## config.mk

```make
export PLATFORM = sky130hd
export DESIGN_NAME = key_event_decoder
export DESIGN_NICKNAME = d
export VERILOG_FILES = /design/src/rtl/key_event_decoder.sv
export SDC_FILE = /design/constraint.sdc
export NUM_CORES = 1
export LEC_CHECK = 0
export ABC_AREA = 1
export BUFFER_PORTS_ARGS = -buffer_cell sky130_fd_sc_hd__buf_2
export CORE_MARGIN = 4
export CORE_UTILIZATION = 50
export DETAILED_ROUTE_END_ITERATION = 7
export GPL_ROUTABILITY_DRIVEN = 0
export PLACE_DENSITY = 0.67
export SLEW_MARGIN = 20
export SYNTH_ARGS = -nofsm -noshare
export SYNTH_HDL_FRONTEND = slang
export SYNTH_SLANG_ARGS = --single-unit
```

## constraint.sdc

```tcl
create_clock -name clk -period 2.73 [get_ports clk]
set_input_delay 0.546 -clock clk [delete_from_list [all_inputs] [get_ports clk]]
set_output_delay 0.546 -clock clk [all_outputs]
set_load 0.05 [all_outputs]
```

## src/rtl/key_event_decoder.sv

```systemverilog
// Key gesture classifier (short/double/long, auto-repeat when KEY_REPEAT_EN is defined); 1 ms timing from an internal prescaler.
// Events are registered one-cycle pulses, double_click 1 cycle after the press; no backpressure, inputs sampled every cycle.
module key_event_decoder #(
    parameter int CLK_FREQ  = 100_000_000,
    parameter int LONG_MS   = 1000,
    parameter int DOUBLE_MS = 300,
    parameter int REPEAT_MS = 200
) (
    input  logic clk,
    input  logic rst,
    input  logic key_press,
    input  logic key_state,
    output logic short_click,
    output logic double_click,
    output logic long_press,
    output logic repeat_tick,
    output logic busy
);

    localparam int CPM = CLK_FREQ / 1000;
    localparam int CW  = (CPM > 1) ? $clog2(CPM) : 1;
    localparam logic [CW-1:0] CYC_LAST = CW'(CPM - 1);
    localparam logic [15:0]   LONG_T   = 16'(LONG_MS);
    localparam logic [15:0]   DOUBLE_T = 16'(DOUBLE_MS);
`ifdef KEY_REPEAT_EN
    localparam logic [15:0]   REP_T    = 16'(REPEAT_MS);
`endif

    typedef enum logic [2:0] {
        S_IDLE,
        S_PRESS1,
        S_WAIT2,
        S_PRESS2,
        S_LONG
    } state_t;

    state_t         state_q, state_d;
    logic [CW-1:0]  cyc_q, cyc_d;
    logic [15:0]    ms_q, ms_d, ms_inc;
    logic           ms_tick, clr;
    logic           short_d, double_d, long_d, busy_d;
    logic           short_q, double_q, long_q, busy_q;
`ifdef KEY_REPEAT_EN
    logic           rep_d, rep_q;
`endif

    always_comb begin
        ms_tick  = (cyc_q == CYC_LAST);
        ms_inc   = (ms_q == 16'hFFFF) ? ms_q : ms_q + 16'd1;
        state_d  = state_q;
        short_d  = 1'b0;
        double_d = 1'b0;
        long_d   = 1'b0;
        clr      = 1'b0;
`ifdef KEY_REPEAT_EN
        rep_d    = 1'b0;
`endif
        // Thresholds are matched on the tick that would make the ms count
        // reach them, so the event lands exactly N*CPM cycles after entry.
        case (state_q)
            S_IDLE: begin
                if (key_press) state_d = S_PRESS1;
            end
            S_PRESS1: begin
                if (key_state) begin
                    state_d = S_WAIT2;
                end else if (ms_tick && ms_inc == LONG_T) begin
                    state_d = S_LONG;
                    long_d  = 1'b1;
                end
            end
            S_WAIT2: begin
                if (key_press) begin
                    state_d  = S_PRESS2;
                    double_d = 1'b1;
                end else if (ms_tick && ms_inc == DOUBLE_T) begin
                    state_d = S_IDLE;
                    short_d = 1'b1;
                end
            end
            S_PRESS2: begin
                if (key_state) state_d = S_IDLE;
            end
            S_LONG: begin
                if (key_state) begin
                    state_d = S_IDLE;
                end
`ifdef KEY_REPEAT_EN
                else if (ms_tick && ms_inc == REP_T) begin
                    rep_d = 1'b1;
                    clr   = 1'b1;
                end
`endif
            end
            default: state_d = S_IDLE;
        endcase

        if (state_d != state_q) clr = 1'b1;

        if (clr) begin
            cyc_d = '0;
            ms_d  = '0;
        end else if (ms_tick) begin
            cyc_d = '0;
            ms_d  = ms_inc;
        end else begin
            cyc_d = cyc_q + 1'b1;
            ms_d  = ms_q;
        end

        busy_d = (state_d != S_IDLE);
    end

    always_ff @(posedge clk or posedge rst) begin
        if (rst) begin
            state_q  <= S_IDLE;
            cyc_q    <= '0;
            ms_q     <= '0;
            short_q  <= 1'b0;
            double_q <= 1'b0;
            long_q   <= 1'b0;
            busy_q   <= 1'b0;
        end else begin
            state_q  <= state_d;
            cyc_q    <= cyc_d;
            ms_q     <= ms_d;
            short_q  <= short_d;
            double_q <= double_d;
            long_q   <= long_d;
            busy_q   <= busy_d;
        end
    end

`ifdef KEY_REPEAT_EN
    always_ff @(posedge clk or posedge rst) begin
        if (rst) rep_q <= 1'b0;
        else     rep_q <= rep_d;
    end
    assign repeat_tick = rep_q;
`else
    assign repeat_tick = 1'b0;
`endif

    assign short_click  = short_q;
    assign double_click = double_q;
    assign long_press   = long_q;
    assign busy         = busy_q;

endmodule

```

==> results of run 1 <==
==> worst register-to-register path, cell delays in order, from the launching register on <==
cell and delay [ps]:
dfrtp_1 410, ha_1 230, nand3_2 150, nor2_4 70, nand2_4 210, nand3_1 180, nor2_1 130, nand2_1 60
nor2_2 170, nand2_2 100, nand2_4 70, nand2_4 60, nand2_4 80, nand3_4 150, buf_4 240, nor3_2 120
==> cell usage after synthesis <==
library cell   n
nand3_1       30
xnor2_1        4
o21ai_0       22
nand3_4        1
inv_1         48
a21oi_1       14
nor4_1         5
ha_1           2
nand2_4        5
or2_0          1
nor3_1         9
or2_2          2
clkbuf_1       2
dfrtp_1       40
nor3_2        30
conb_1         1
buf_4          1
o22ai_1        1
nor2_2         5
nor2_4         4
nand3b_2       1
nand4_1       13
buf_6          7
nand3b_1       1
inv_2          3
a211oi_1       1
a221oi_1       1
o31ai_1        1
nand2_2        9
nor2_1        39
nand3_2        2
xor2_1         4
o21ai_1        1
or3_1          1
nand2_1       78
nor3b_1        1
==> per-stage QoR <==
| step | util | cell area (um2) |
|---|---|---|
| 2_1_floorplan | - | 2930 |
| 3_3_place_gp | 0.547 | 3050 |
| 3_5_place_dp | 0.547 | 3050 |
| 4_1_cts | 0.563 | 3140 |
| 5_1_grt | 0.572 | 3190 |
| 6_report | 0.572 | 3190 |
==> flip-flops by register name (all words and copies together), names as in the netlist <==
| register | cells |
|---|---|
| state_q | 3 |
| cyc_q | 17 |
| short_click | 1 |
| busy | 1 |
| double_click | 1 |
| ms_q | 16 |
| long_press | 1 |
==> per-layer routing <==
| layer | GRT usage | share of wire |
|---|---|---|
| met2 | 0.315 | 0.46 |
| met4 | 0.0835 | 0.018 |
| met5 | 0 | 0 |
| met1 | 0.263 | 0.48 |
| met3 | 0.0383 | 0.041 |
==> how the worst min path moves through the flow <==
stage | from | endpoint | slack, ps
final | rst | cyc_q[0] | 360
after global routing | rst | cyc_q[0] | 420
after CTS | rst | cyc_q[0] | 370
after detailed placement | cyc_q[0] | cyc_q[0] | 560
after global placement | cyc_q[0] | cyc_q[0] | 550
after floorplan | cyc_q[0] | cyc_q[0] | 530
==> logic make-up after synthesis <==
family                   synth area share
XOR/XNOR                           0.0239
AND/OR/NAND/NOR                     0.453
buffers and inverters              0.0975
AO/OA/AOI/OAI                      0.0736
other                             0.00128
adder cells (fa/ha/maj)           0.00855
flip-flops                          0.342
==> final cells by class <==
class                           count  area [um2]  share of cell area
Multi-Input combinational cell    289        1640               0.515
Sequential cell                    40        1000               0.314
Inverter                           51         191              0.0600
Timing Repair Buffer               23         180              0.0565
Tap cell                           72        90.1              0.0282
Clock buffer                        7        76.3              0.0239
Clock inverter                      1        8.76             0.00275
==> what timing repair did <==
item / CTS / global route
buffers inserted: 0 / 5
setup endpoints to repair: 0 / 22
resized for setup: 0 / 4
hold endpoints to repair: 0 / 0
==> power by group through the flow <==
stage	clock network [mW]	registers, mW	logic [mW]
after CTS	0.403	0.664	0.760
after floorplan	0	0.707	0.643
final	0.393	0.665	0.865
after global routing	0.435	0.671	0.935
after global placement	0	0.676	0.748
after detailed placement	0	0.675	0.758
==> flow_summary.yaml, run 1 <==
sta:
  hold_viol_final: 0
  whs_ps: 364
  skew_ps: 5.31
  fin_crit_ps: 2510
  setup_ws_ps: 218
  tns_ps: 0
  setup_violations: 0
  slew_violations: 0
  slew_headroom: 0.530
  fmax_ghz: 0.398
  finalCritPeriodShare: 0.920
  max_slew.worst_pin.slew_ps: 704
placement:
  dp_hpwl_um: 4950
  port_buffers: 7
  place_ws_ps: 154
  place_inst: 470
finish:
  fillers: 552
  final_common_cell: "nand2_1"
  drive_above_1_share: 0.224
  n_antenna_cell: 0
  nNetsFinal: 416
  fin_cells: 483
  syn2layout_area_growth_pct: 9.02
  final_cell_mix: "nand2_1 (78), inv_1 (48), dfrtp_1 (40), nor2_1 (38)"
worst_setup_path:
  arrival_ps: 2720
  reg2reg_depth: 15
  critPathBufInv: 1
  cp-start-kind: "flop"
  rr_endpoint: "cyc_q[10]"
  endpoint_kind: "flop"
  crit_start: "ms_q[0]"
  cp_slowest_cell: "dfrtp_1"
  worstPathMaxFanout: 19
  rrSetupSlack_ps: 220
  crit_path_end: "cyc_q[10]"
  critical-path-max-stage-delay_ps: 410
  r2r-start: "ms_q[0]"
  cp_top_family: "simple AND/OR/NAND/NOR gates"
  worstPathCellList: "ha_1 > nand3_2 > nor2_4 > nand2_4 > nand3_1 > nor2_1 > nand2_1 > nor2_2 > nand2_2 > nand2_4 > nand2_4 > nand2_4 > nand3_4 > buf_4 > nor3_2"
  path_depth: 15
  crit_path_frequent_cell: "nand2_4"
  crit_type: "reg -> reg"
  required_ps: 2940
logic_synthesis:
  synth.top_cell.area_share: 0.342
  ys_seq_area_frac: 0.342
  yosysUniqueCellTypes: 36
  syn-num-nets: 396
  syn_area_mm2: 0.00293
  yosys.area.top_type: "dfrtp_1"
  syn_area_per_cell_um2: 7.50
  netlist_instances: 390
  ys_warn_count: 0
  synth_seq_cells: 40
  synth_area_leaders: "dfrtp_1 (34%), nor3_2 (10%), nand2_1 (10%)"
floorplanning:
  core_area_mm2: 0.00557
  dieArea_mm2: 0.00714
  die_y_um: 84.5
  io_pins: 9
  die_w_um: 84.5
  rows: 27
  start_util: 0.525
global_route:
  grt_max_degree: 41
  grt_pass1_wl_um: 11600
  grt_pass1_vias: 2530
  antenna_found_initial: 0
  globalRouteTotalUtil: 0.198
  grt.overflow.total: 0
flow_run:
  max_cap_viol_count: 0
routing:
  wirelength_um: 6780
  ant_nets: 0
  num_vias: 2615
  viasPerCell: 5.41
  drc: 0
  drt_iter0_drc: 203
  wire_per_inst_um: 14.0
  dr.pass1.iters: 4
power_and_ir_drop:
  power_switching_mw: 0.830
  peakVddDrop_v: 0.000574
  power_frac_clock: 0.204
  power.internal_mw: 1.09
  total_power_mw: 1.92
  power_frac_seq: 0.346
  leakagePower_nw: 1.42
  pwr_density_cell_mw_per_mm2: 603
  switching_share: 0.432
  pwr-share-comb: 0.450
clocking:
  clkSinkCount: 40
  htreeDepth: 2
  path_clk_slew_ps: 80
  root_buffer: "clkbuf_8"
  tritoncts: "yes"
  cts_buffers: 5
  clk_latency_ps: 290
  cts_buffer_depth: 2
  ctsHoldBuffers: 0
hold_path:
  hp-class: "in -> async"
run_status:
  status: "finished clean"
(Power assumes the default switching activity.)
==> run 2, diff against run 1 <==
GPL_ROUTABILITY_DRIVEN = not set   (was 0)
clock period = 3 ns   (was 2.73 ns; I/O delays follow)
==> run 2 against run 1 <==
Against the previous run:
- clock-buffer cell count fell by 1
- core utilization is 0.92 points lower
- maximum frequency is 7.1% lower
- cell area decreased by 1.6%
- critical path depth up 1
- largest cell class unchanged
- largest power group unchanged
- highest routed layer unchanged
==> flow_summary.yaml, run 2 (synthesis results as in run 1) <==
clocking:
  root_buffer: "clkbuf_8"
  tritoncts: "yes"
  cts_buffers: 5
  path_clk_slew_ps: 80
  clkSinkCount: 40
  cts_buffer_depth: 2
  cts_resized: 0
  post_cts_buffers: 0
  ctsHoldBuffers: 0
  htreeDepth: 2
  clk_latency_ps: 290
placement:
  place_congestion: 0.914
  port_buffers: 7
  dp_hpwl_um: 4840
hold_path:
  hp-class: "in -> async"
worst_setup_path:
  arrival_ps: 2910
  rrSetupSlack_ps: 300
  reg2reg_depth: 16
  rr_endpoint: "cyc_q[2]"
  r2r-start: "ms_q[1]"
  required_ps: 3210
  worstPathMaxFanout: 19
  crit_type: "reg -> reg"
  crit_path_end: "cyc_q[2]"
  endpoint_kind: "flop"
  cp-start-kind: "flop"
  crit_start: "ms_q[1]"
finish:
  largest_reg_flops: 17
  nNetsFinal: 408
  final_common_cell: "nand2_1"
  final_cell_mix: "nand2_1 (78), inv_1 (48), dfrtp_1 (40), nor2_1 (39)"
  drive_above_1_share: 0.211
  reg.largest.list: "cyc_q (17), ms_q (16), state_q (3)"
  syn2layout_area_growth_pct: 7.27
  n_antenna_cell: 0
  largest_register: "cyc_q"
floorplanning:
  die_w_um: 84.5
  io_pins: 9
  start_util: 0.525
  rows: 27
  core_area_mm2: 0.00557
  dieArea_mm2: 0.00714
  die_y_um: 84.5
routing:
  wirelength_um: 6470
  wire_per_inst_um: 13.6
  drt_iter0_drc: 152
  ant_nets: 0
  num_vias: 2551
  viasPerCell: 5.37
  dr.pass1.iters: 5
  drc: 0
sta:
  fmax_ghz: 0.370
  tns_ps: 0
  max_slew.worst_pin.slew_ps: 639
  setup_violations: 0
  skew_ps: 7.13
  hold_viol_final: 0
  whs_ps: 416
  slew_headroom: 0.573
  fin_crit_ps: 2700
  finalCritPeriodShare: 0.901
  rsz0062_at_grt: "no"
  slew_violations: 0
global_route:
  grt_pass1_vias: 2453
  antenna_found_initial: 0
  grt_max_degree: 41
  globalRouteTotalUtil: 0.191
  grt_pass1_wl_um: 11300
  grt.overflow.total: 0
run_status:
  status: "finished clean"
flow_run:
  max_cap_viol_count: 0
power_and_ir_drop:
  pwr_density_cell_mw_per_mm2: 550
  leakagePower_nw: 1.39
  peakVddDrop_v: 0.000414
-- run 2: changes by cell type in the layout (fill, tap and decap cells not counted) --
cell / change
nor2_1: +1
inv_6: +1
clkinv_4: -1
nor2_2: -1
clkbuf_1: -2
clkbuf_8: +1
buf_4: -8
clkinv_2: +1
-- run 2: report_power, final --
part | internal [mW] | leakage, nW | switching [mW] | total [mW]
Sequential | 0.574 | 0.550 | 0.0303 | 0.605
Clock | 0.188 | 0.0516 | 0.193 | 0.381
Combinational | 0.224 | 0.789 | 0.516 | 0.740
Total | 0.987 | 1.39 | 0.739 | 1.73
-- run 2: cell type report --
class / instances / area [um2]
tap: 72 / 90.1
sequential: 40 / 1000
multi-input combinational: 289 / 1640
fill: 545 / 2440
timing repair buffer: 15 / 120
inverter: 51 / 191
clock buffer: 6 / 82.6
clock inverter: 2 / 13.8
-- run 2: worst min path at each step --
stage | startpoint | endpoint
finish | rst | cyc_q[4]
global route | rst | cyc_q[4]
CTS | rst | cyc_q[16]
detailed placement | cyc_q[0] | cyc_q[0]
global placement | cyc_q[0] | cyc_q[0]
floorplan | cyc_q[0] | cyc_q[0]
-- run 2: layer usage --
metal | track usage | vias to the layer above | wire (um)
met1 | 0.263 | 1173 | 3140
li1 | - | 1309 | -
met4 | 0.0446 | 0 | 93
met2 | 0.311 | 57 | 3010
met3 | 0.0373 | 12 | 223
met5 | 0 | - | 0
-- run 2: critical path, stage by stage, from the launching register on --
cell     delay (ps)
dfrtp_1         430
ha_1            270
nand3_2         170
nor2_4          180
nand2_4         170
nand3_1         240
nand2_1          80
inv_1            50
nand2_1          60
nor2_2          120
nand2_2          80
nand2_4          70
nand2_4          60
nand2_4          80
nand3_4         140
buf_4           260
nor3_2          130
-- run 2: per-stage QoR --
| stage | power (mW) | setup slack [ps] | instances | util | instance area [um2] |
|---|---|---|---|---|---|
| floorplan | 1.23 | 828 | 390 | - | 2930 |
| global placement | 1.35 | 402 | 467 | 0.546 | 3040 |
| detailed placement | 1.36 | 307 | 467 | 0.546 | 3040 |
| CTS | 1.75 | 295 | 475 | 0.563 | 3140 |
| global route | 1.84 | 92.2 | 475 | 0.563 | 3140 |
| finish | 1.73 | 296 | 475 | 0.563 | 3140 |
